File: src/rtl/lumped_amp_array_pkg.sv
// lumped_pkg: mode constants and the shared round/saturate helper for the lumped two-port array.
package lumped_pkg;
    localparam int MODE_AMP = 0;
    localparam int MODE_GYR = 1;

    // Rounds half toward +inf, then clamps to a signed w-bit range; sat flags the clamp.
    function automatic logic signed [63:0] round_sat(
        input  logic signed [63:0] prod,
        input  int                 frac,
        input  int                 w,
        output logic               sat
    );
        logic signed [63:0] r_val;
        logic signed [63:0] r_hi;
        logic signed [63:0] r_lo;
        r_val = (prod + (64'sd1 <<< (frac - 1))) >>> frac;
        r_hi  = (64'sd1 <<< (w - 1)) - 64'sd1;
        r_lo  = -r_hi - 64'sd1;
        sat   = (r_val > r_hi) || (r_val < r_lo);
        return (r_val > r_hi) ? r_hi : (r_val < r_lo) ? r_lo : r_val;
    endfunction
endpackage

File: src/rtl/lumped_amp_array_if.sv
// lumped_amp_array_if: valid/ready sample-vector stream into and out of the array.
interface lumped_amp_array_if #(
    parameter int NCH = 4,
    parameter int W   = 16
);
    logic             in_valid;
    logic             in_ready;
    logic [NCH*W-1:0] in_data;
    logic             out_valid;
    logic             out_ready;
    logic [NCH*W-1:0] out_data;

    modport master (output in_valid, in_data, out_ready, input in_ready, out_valid, out_data);
    modport slave  (input in_valid, in_data, out_ready, output in_ready, out_valid, out_data);
endinterface

File: src/rtl/lumped_amp_lane.sv
// lumped_amp_lane: one channel; S1 holds the full product, S2 holds the rounded/saturated sample.
module lumped_amp_lane
    import lumped_pkg::*;
#(
    parameter int W    = 16,
    parameter int GW   = 16,
    parameter int FRAC = 12,
    parameter bit NEG  = 1'b0
) (
    input  logic                 clk,
    input  logic                 rst,
    input  logic                 i_en,
    input  logic signed [GW-1:0] i_gain,
    input  logic signed [W-1:0]  i_x,
    output logic signed [W-1:0]  o_y,
    output logic                 o_sat
);
    logic signed [W+GW-1:0] r_prod;
    logic signed [W-1:0]    w_y;
    logic                   w_sat;

    // Negation acts on the full product so -(min*min) cannot wrap before rounding.
    always_comb begin
        w_sat = 1'b0;
        w_y   = W'(round_sat(NEG ? -64'(r_prod) : 64'(r_prod), FRAC, W, w_sat));
    end

    always_ff @(posedge clk) begin
        if (rst) begin
            r_prod <= '0;
            o_y    <= '0;
            o_sat  <= 1'b0;
        end else if (i_en) begin
            r_prod <= (W+GW)'(i_gain) * (W+GW)'(i_x);
            o_y    <= w_y;
            o_sat  <= w_sat;
        end
    end
endmodule

File: src/rtl/lumped_amp_array.sv
// lumped_amp_array: NCH-lane fixed-point amplifier / gyrator array with a gain file,
// sticky saturation flags and a two-stage valid/ready pipeline.
module lumped_amp_array
    import lumped_pkg::*;
#(
    parameter  int W        = 16,
    parameter  int GW       = 16,
    parameter  int FRAC     = 12,
    parameter  int NCH      = 4,
    parameter  int MODE     = MODE_AMP,
    parameter  int GAIN_RST = 4096,
    localparam int CW       = (NCH > 1) ? $clog2(NCH) : 1
) (
    input  logic                 clk,
    input  logic                 rst,
    lumped_amp_array_if.slave    bus,
    input  logic                 gain_we,
    input  logic [CW-1:0]        gain_ch,
    input  logic signed [GW-1:0] gain_data,
    input  logic                 sat_clr,
    output logic [NCH-1:0]       sat_flags,
    output logic [31:0]          sample_cnt
);
    logic                 w_en;
    logic                 w_fire;
    logic                 r_s1_valid;
    logic                 r_s2_valid;
    logic signed [GW-1:0] r_gain [NCH];
    logic [NCH-1:0]       w_sat;
    logic [NCH*W-1:0]     w_out;
    logic [NCH-1:0]       r_sat_flags;
    logic [31:0]          r_cnt;

    assign w_en          = !r_s2_valid || bus.out_ready;
    assign w_fire        = r_s2_valid && bus.out_ready;
    assign bus.in_ready  = w_en;
    assign bus.out_valid = r_s2_valid;
    assign bus.out_data  = w_out;
    assign sat_flags     = r_sat_flags;
    assign sample_cnt    = r_cnt;

    always_ff @(posedge clk) begin
        if (rst) begin
            r_s1_valid  <= 1'b0;
            r_s2_valid  <= 1'b0;
            r_sat_flags <= '0;
            r_cnt       <= '0;
            for (int i = 0; i < NCH; i++) r_gain[i] <= GW'(GAIN_RST);
        end else begin
            if (w_en) begin
                r_s1_valid <= bus.in_valid;
                r_s2_valid <= r_s1_valid;
            end
            if (gain_we && 32'(gain_ch) < NCH) r_gain[gain_ch] <= gain_data;
            // A clamp on a delivered vector wins over a concurrent clear.
            r_sat_flags <= (sat_clr ? '0 : r_sat_flags) | (w_fire ? w_sat : '0);
            r_cnt       <= r_cnt + 32'(w_fire);
        end
    end

    // Gyrator pairs swap operands within each even/odd pair; the even lane is negated.
    for (genvar c = 0; c < NCH; c++) begin : g_lane
        localparam int SRC = (MODE == MODE_GYR) ? (c ^ 1) : c;
        lumped_amp_lane #(
            .W   (W),
            .GW  (GW),
            .FRAC(FRAC),
            .NEG (MODE == MODE_GYR && (c % 2) == 0)
        ) u_lane (
            .clk   (clk),
            .rst   (rst),
            .i_en  (w_en),
            .i_gain(r_gain[c]),
            .i_x   (bus.in_data[SRC*W +: W]),
            .o_y   (w_out[c*W +: W]),
            .o_sat (w_sat[c])
        );
    end
endmodule

File: src/flat_wrapper.sv
// flat-port wrapper written by rule: the top's interface ports become plain ports
module lumped_amp_array_flat import lumped_pkg::*;
#(
    parameter  int W        = 16,
    parameter  int GW       = 16,
    parameter  int FRAC     = 12,
    parameter  int NCH      = 4,
    parameter  int MODE     = MODE_AMP,
    parameter  int GAIN_RST = 4096,
    localparam int CW       = (NCH > 1) ? $clog2(NCH) : 1
)
  (clk, rst, gain_we, gain_ch, gain_data, sat_clr, sat_flags, sample_cnt, bus_in_valid, bus_in_data, bus_out_ready, bus_in_ready, bus_out_valid, bus_out_data);
  lumped_amp_array_if #(.NCH(NCH), .W(W)) bus_i ();
  input  logic clk;
  input  logic rst;
  input  logic gain_we;
  input  logic [CW-1:0] gain_ch;
  input  logic signed [GW-1:0] gain_data;
  input  logic sat_clr;
  output logic [NCH-1:0] sat_flags;
  output logic [31:0] sample_cnt;
  input wire logic [$bits(bus_i.in_valid)-1:0] bus_in_valid;
  input wire logic [$bits(bus_i.in_data)-1:0] bus_in_data;
  input wire logic [$bits(bus_i.out_ready)-1:0] bus_out_ready;
  output wire logic [$bits(bus_i.in_ready)-1:0] bus_in_ready;
  output wire logic [$bits(bus_i.out_valid)-1:0] bus_out_valid;
  output wire logic [$bits(bus_i.out_data)-1:0] bus_out_data;
  assign bus_i.in_valid = bus_in_valid;
  assign bus_i.in_data = bus_in_data;
  assign bus_i.out_ready = bus_out_ready;
  assign bus_in_ready = bus_i.in_ready;
  assign bus_out_valid = bus_i.out_valid;
  assign bus_out_data = bus_i.out_data;
  lumped_amp_array #(.W(W), .GW(GW), .FRAC(FRAC), .NCH(NCH), .MODE(MODE), .GAIN_RST(GAIN_RST)) u_core (.clk(clk), .rst(rst), .bus(bus_i), .gain_we(gain_we), .gain_ch(gain_ch), .gain_data(gain_data), .sat_clr(sat_clr), .sat_flags(sat_flags), .sample_cnt(sample_cnt));
endmodule
File: config.mk
export PLATFORM = sky130hd
export DESIGN_NAME = lumped_amp_array_flat
export DESIGN_NICKNAME = d
export VERILOG_FILES = /design/src/rtl/lumped_amp_array_pkg.sv /design/src/rtl/lumped_amp_array_if.sv /design/src/rtl/lumped_amp_lane.sv /design/src/rtl/lumped_amp_array.sv /design/src/flat_wrapper.sv
export SDC_FILE = /design/constraint.sdc
export NUM_CORES = 2
export LEC_CHECK = 0
export CAP_MARGIN = 20
export CORE_MARGIN = 2
export CORE_UTILIZATION = 45
export DETAILED_ROUTE_END_ITERATION = 6
export PLACE_DENSITY = 0.73
export SYNTH_ARGS = -nofsm -noshare
export SYNTH_HDL_FRONTEND = slang
export SYNTH_SLANG_ARGS = --single-unit
File: constraint.sdc
create_clock -name clk -period 8.77 [get_ports clk]
set_input_delay 0.877 -clock clk [delete_from_list [all_inputs] [get_ports clk]]
set_output_delay 0.877 -clock clk [all_outputs]
set_load 0.05 [all_outputs]
==> qor.csv <==
stage;metric;value;unit
outcome;outcome;finished, final reports clean;
critical_path;WP buf/inv;4;
synth;Yosys top cell by area;fa_1;
global_routing;vias in the first global route;37720;
critical_path;Worst Path Required;9.23;ns
critical_path;Setup crit start kind;input port;
clock_network;post-CTS sizing;0;
die;initial core utilization;0.4545;
placement;port bufs;189;
clock_network;CTS buffer count;28;
critical_path;Cell Chain, Critical Path;clkdlybuf4s50_1, nand2_1, inv_1, fa_1, fa_1, fa_1, fa_1, fa_1, inv_1, fa_1, inv_1, ha_1, a21o_1, a21o_1, a22o_1, a21oi_1, a21boi_1, a41oi_1, o211a_1, o31ai_2;
worst_hold_path;worst hold path type;flip-flop to flip-flop;
clock_network;Root Buffer;clkbuf_16;
sta;max-slew violation total from the final report;0;
sta;RSZ-0062 raised after global routing;no;
clock_network;Reg clk slew, reported paths;0.06;ns
die;site row count;119;
placement;DP Cell Count;6574;
sta;TNS Setup;0;ns
drt;drt pass-1 iters;5;
sta;min Tclk post-route;7.176;ns
clock_network;worst skew pair latency;0.57;ns
synth;most frequent cell after synthesis;inv_1;
sta;worst clock skew;0.01446;ns
synth;syn_nets;6618;
synth;top cell type's share of synthesized area;0.4356;
clock_network;clock sink total;254;
critical_path;slowest CP cell;fa_1;
clock_network;number of setup buffers added after CTS;0;
placement;DP HPWL;94.71;mm
cells_and_area;share of layout cells above drive strength 1;0.02006;
sta;Max Clk Rate;139.4;MHz
clock_network;htree depth;1;
cells_and_area;P&R area growth vs syn;8.577;%
critical_path;Worst Setup End Kind;flip-flop;
synth;register area share after synthesis;0.1193;
drt;antenna viol nets, final;0;
sta;setup ws final;1.594;ns
die;io pins;190;
synth;Yosys warning count;0;
clock_network;CTS tree;yes;
drt;Initial DRC Count;2242;
die;core area;0.1056;sq mm
synth;most instantiated cells after synthesis;inv_1 (1143), fa_1 (1044), nand2_1 (635), and2_1 (554), ha_1 (322);
global_routing;All-Layer GR Usage;0.2220;
clock_network;Bufs on Longest Clock Path;3;
critical_path;cell class contributing the biggest share of worst-path delay;adder cells;
placement;GPL Wtd Cong;0.8789;
cells_and_area;Net count, final;6667;
sta;Worst Tran Pin Value;1.012;ns
critical_path;worst path arrival time;7.64;ns
global_routing;largest net degree at the start of global routing;77;
drt;Routed WL;115.7;mm
global_routing;initial antenna violation count;12;
synth;Synth Instances;5164;
sta;Rel. slew slack;0.3241;
synth;Mapped Area;0.04798;sq mm
synth;register bit total from synthesis;254;
die;die area;0.1092;sq mm
sta;final hold vios;0;
sta;period utilisation layout;0.8182;
synth;Netlist cell types;82;
drt;Residual DRC;0;
cells_and_area;Final Non-Filler Cells;6628;
drt;vias post-DR;34500;
synth;number of flops mapped to enable cells by yosys;64;
global_routing;grt total ovfl;0;
synth;dominant cells by area after synthesis;fa_1 (44%), inv_1 (8.9%), ha_1 (8.4%);
global_routing;first-pass GRT wire length;193.6;mm
placement;setup slack at placement;1.021;ns
cells_and_area;Fillers;9690;
die;Die W;330.5;um
synth;Post-synth ARST share;0;
critical_path;cell mode on critical path;fa_1;
job;max-cap viol count;0;
critical_path;Crit Path Class;input port to flip-flop;
clock_network;Post-CTS Hold Buffers;0;
synth;Synth Flop Type;dfxtp_1;
die;chip height;330.5;um
critical_path;crit path max fanout;16;
drt;DR WL/cell;17.46;um
sta;Final Setup Violations;0;
critical_path;critical path's largest stage delay;0.92;ns
drt;Via-to-Cell Ratio;5.206;
synth;Avg Cell Area, Syn;9.291;sq um
## worst register-to-register path, stage by stage, from the launching register on
cell,delay (ns)
edfxtp_1,0.70
and2_1,0.33
fa_1,0.53
inv_1,0.05
fa_1,0.46
fa_1,0.52
inv_1,0.06
fa_1,0.49
fa_1,0.49
inv_1,0.05
fa_1,0.48
inv_1,0.04
ha_1,0.33
nand4_1,0.14
nor4_1,0.76
o21ai_1,0.24
a21oi_1,0.26
o21ai_1,0.15
o21bai_1,0.28
a21oi_1,0.13
xor2_1,0.15
o21ai_1,0.07
## sequential cells by signal, summed over array words and instances (netlist names)
| name | count |
|---|---|
| u_core.r_gain | 64 |
| u_core.sat_flags | 4 |
| u_core.bus.out_valid | 1 |
| u_core.g_lane.u_lane.o_y | 64 |
| u_core.r_s1_valid | 1 |
| u_core.g_lane.u_lane.r_prod | 84 |
| u_core.g_lane.u_lane.o_sat | 4 |
| u_core.sample_cnt | 32 |
## worst paths after layout
path | endpoint | cells past startpoint | slack (ns) | startpoint
max | u_core.g_lane[2].u_lane.r_prod[31] | 20 | 1.59 | bus_in_data[33]
min | u_core.g_lane[1].u_lane.o_y[15] | 2 | 0.45 | u_core.g_lane[1].u_lane.o_y[15]
max reg2reg | u_core.g_lane[1].u_lane.r_prod[28] | 21 | 1.93 | u_core.r_gain[1][8]
min reg2reg | u_core.g_lane[1].u_lane.o_y[15] | 2 | 0.45 | u_core.g_lane[1].u_lane.o_y[15]
## cell families (layout without fill, tap and decap cells)
family,after synthesis,in the layout,share of synthesized area
XOR/XNOR,200,200,0.03651
adder cells (fa/ha/maj),1369,1369,0.5203
AO/OA/AOI/OAI,393,393,0.05091
multiplexers,1,1,0.0002086
buffers and inverters,1331,1402,0.1048
flip-flops,254,254,0.1193
other,0,2,0
AND/OR/NAND/NOR,1616,1616,0.1679
## stage by stage
| stage | instance area (sq um) | util | hold slack (ns) |
|---|---|---|---|
| after floorplan | 47980 | - | 0.4319 |
| after global placement | 51030 | 0.4834 | 0.4410 |
| after detailed placement | 51030 | 0.4834 | 0.4443 |
| after CTS | 52090 | 0.4934 | 0.4532 |
| after global routing | 52090 | 0.4934 | 0.4713 |
| final | 52090 | 0.4935 | 0.4481 |
## cells in the final DEF, fill, tap and decap left out, drive strengths merged, types with 110 or more instances in the layout
cell,n
inv,1145
fa,1044
nand2,635
and2,557
ha,322
dfxtp,190
clkdlybuf4s50,188
nor2,175
a21oi,142
xnor2,118
o21ai,110
## cell type report
| cell class | instances | area, sq um | area share |
|---|---|---|---|
| multi-input cells | 3579 | 37250 | 0.7150 |
| flip-flops and latches | 254 | 5725 | 0.1099 |
| inverters | 1144 | 4295 | 0.08246 |
| repair buffers | 206 | 2017 | 0.03872 |
| well taps | 1391 | 1740 | 0.03341 |
| clock buffers | 30 | 729.5 | 0.01400 |
| clock inverters | 22 | 332.8 | 0.006389 |
| diodes | 2 | 5.005 | 0.00009608 |
## routing by layer
layer	up-vias	wire length (um)	global-route usage
met4	12	5158	0.08361
met1	17740	46430	0.2862
met5	-	75	0
met3	241	7058	0.02390
met2	1015	56970	0.3858
li1	15500	-	-
Power is not shown: default switching activity piles up to over one toggle a cycle in this logic, so the estimate is an artifact.
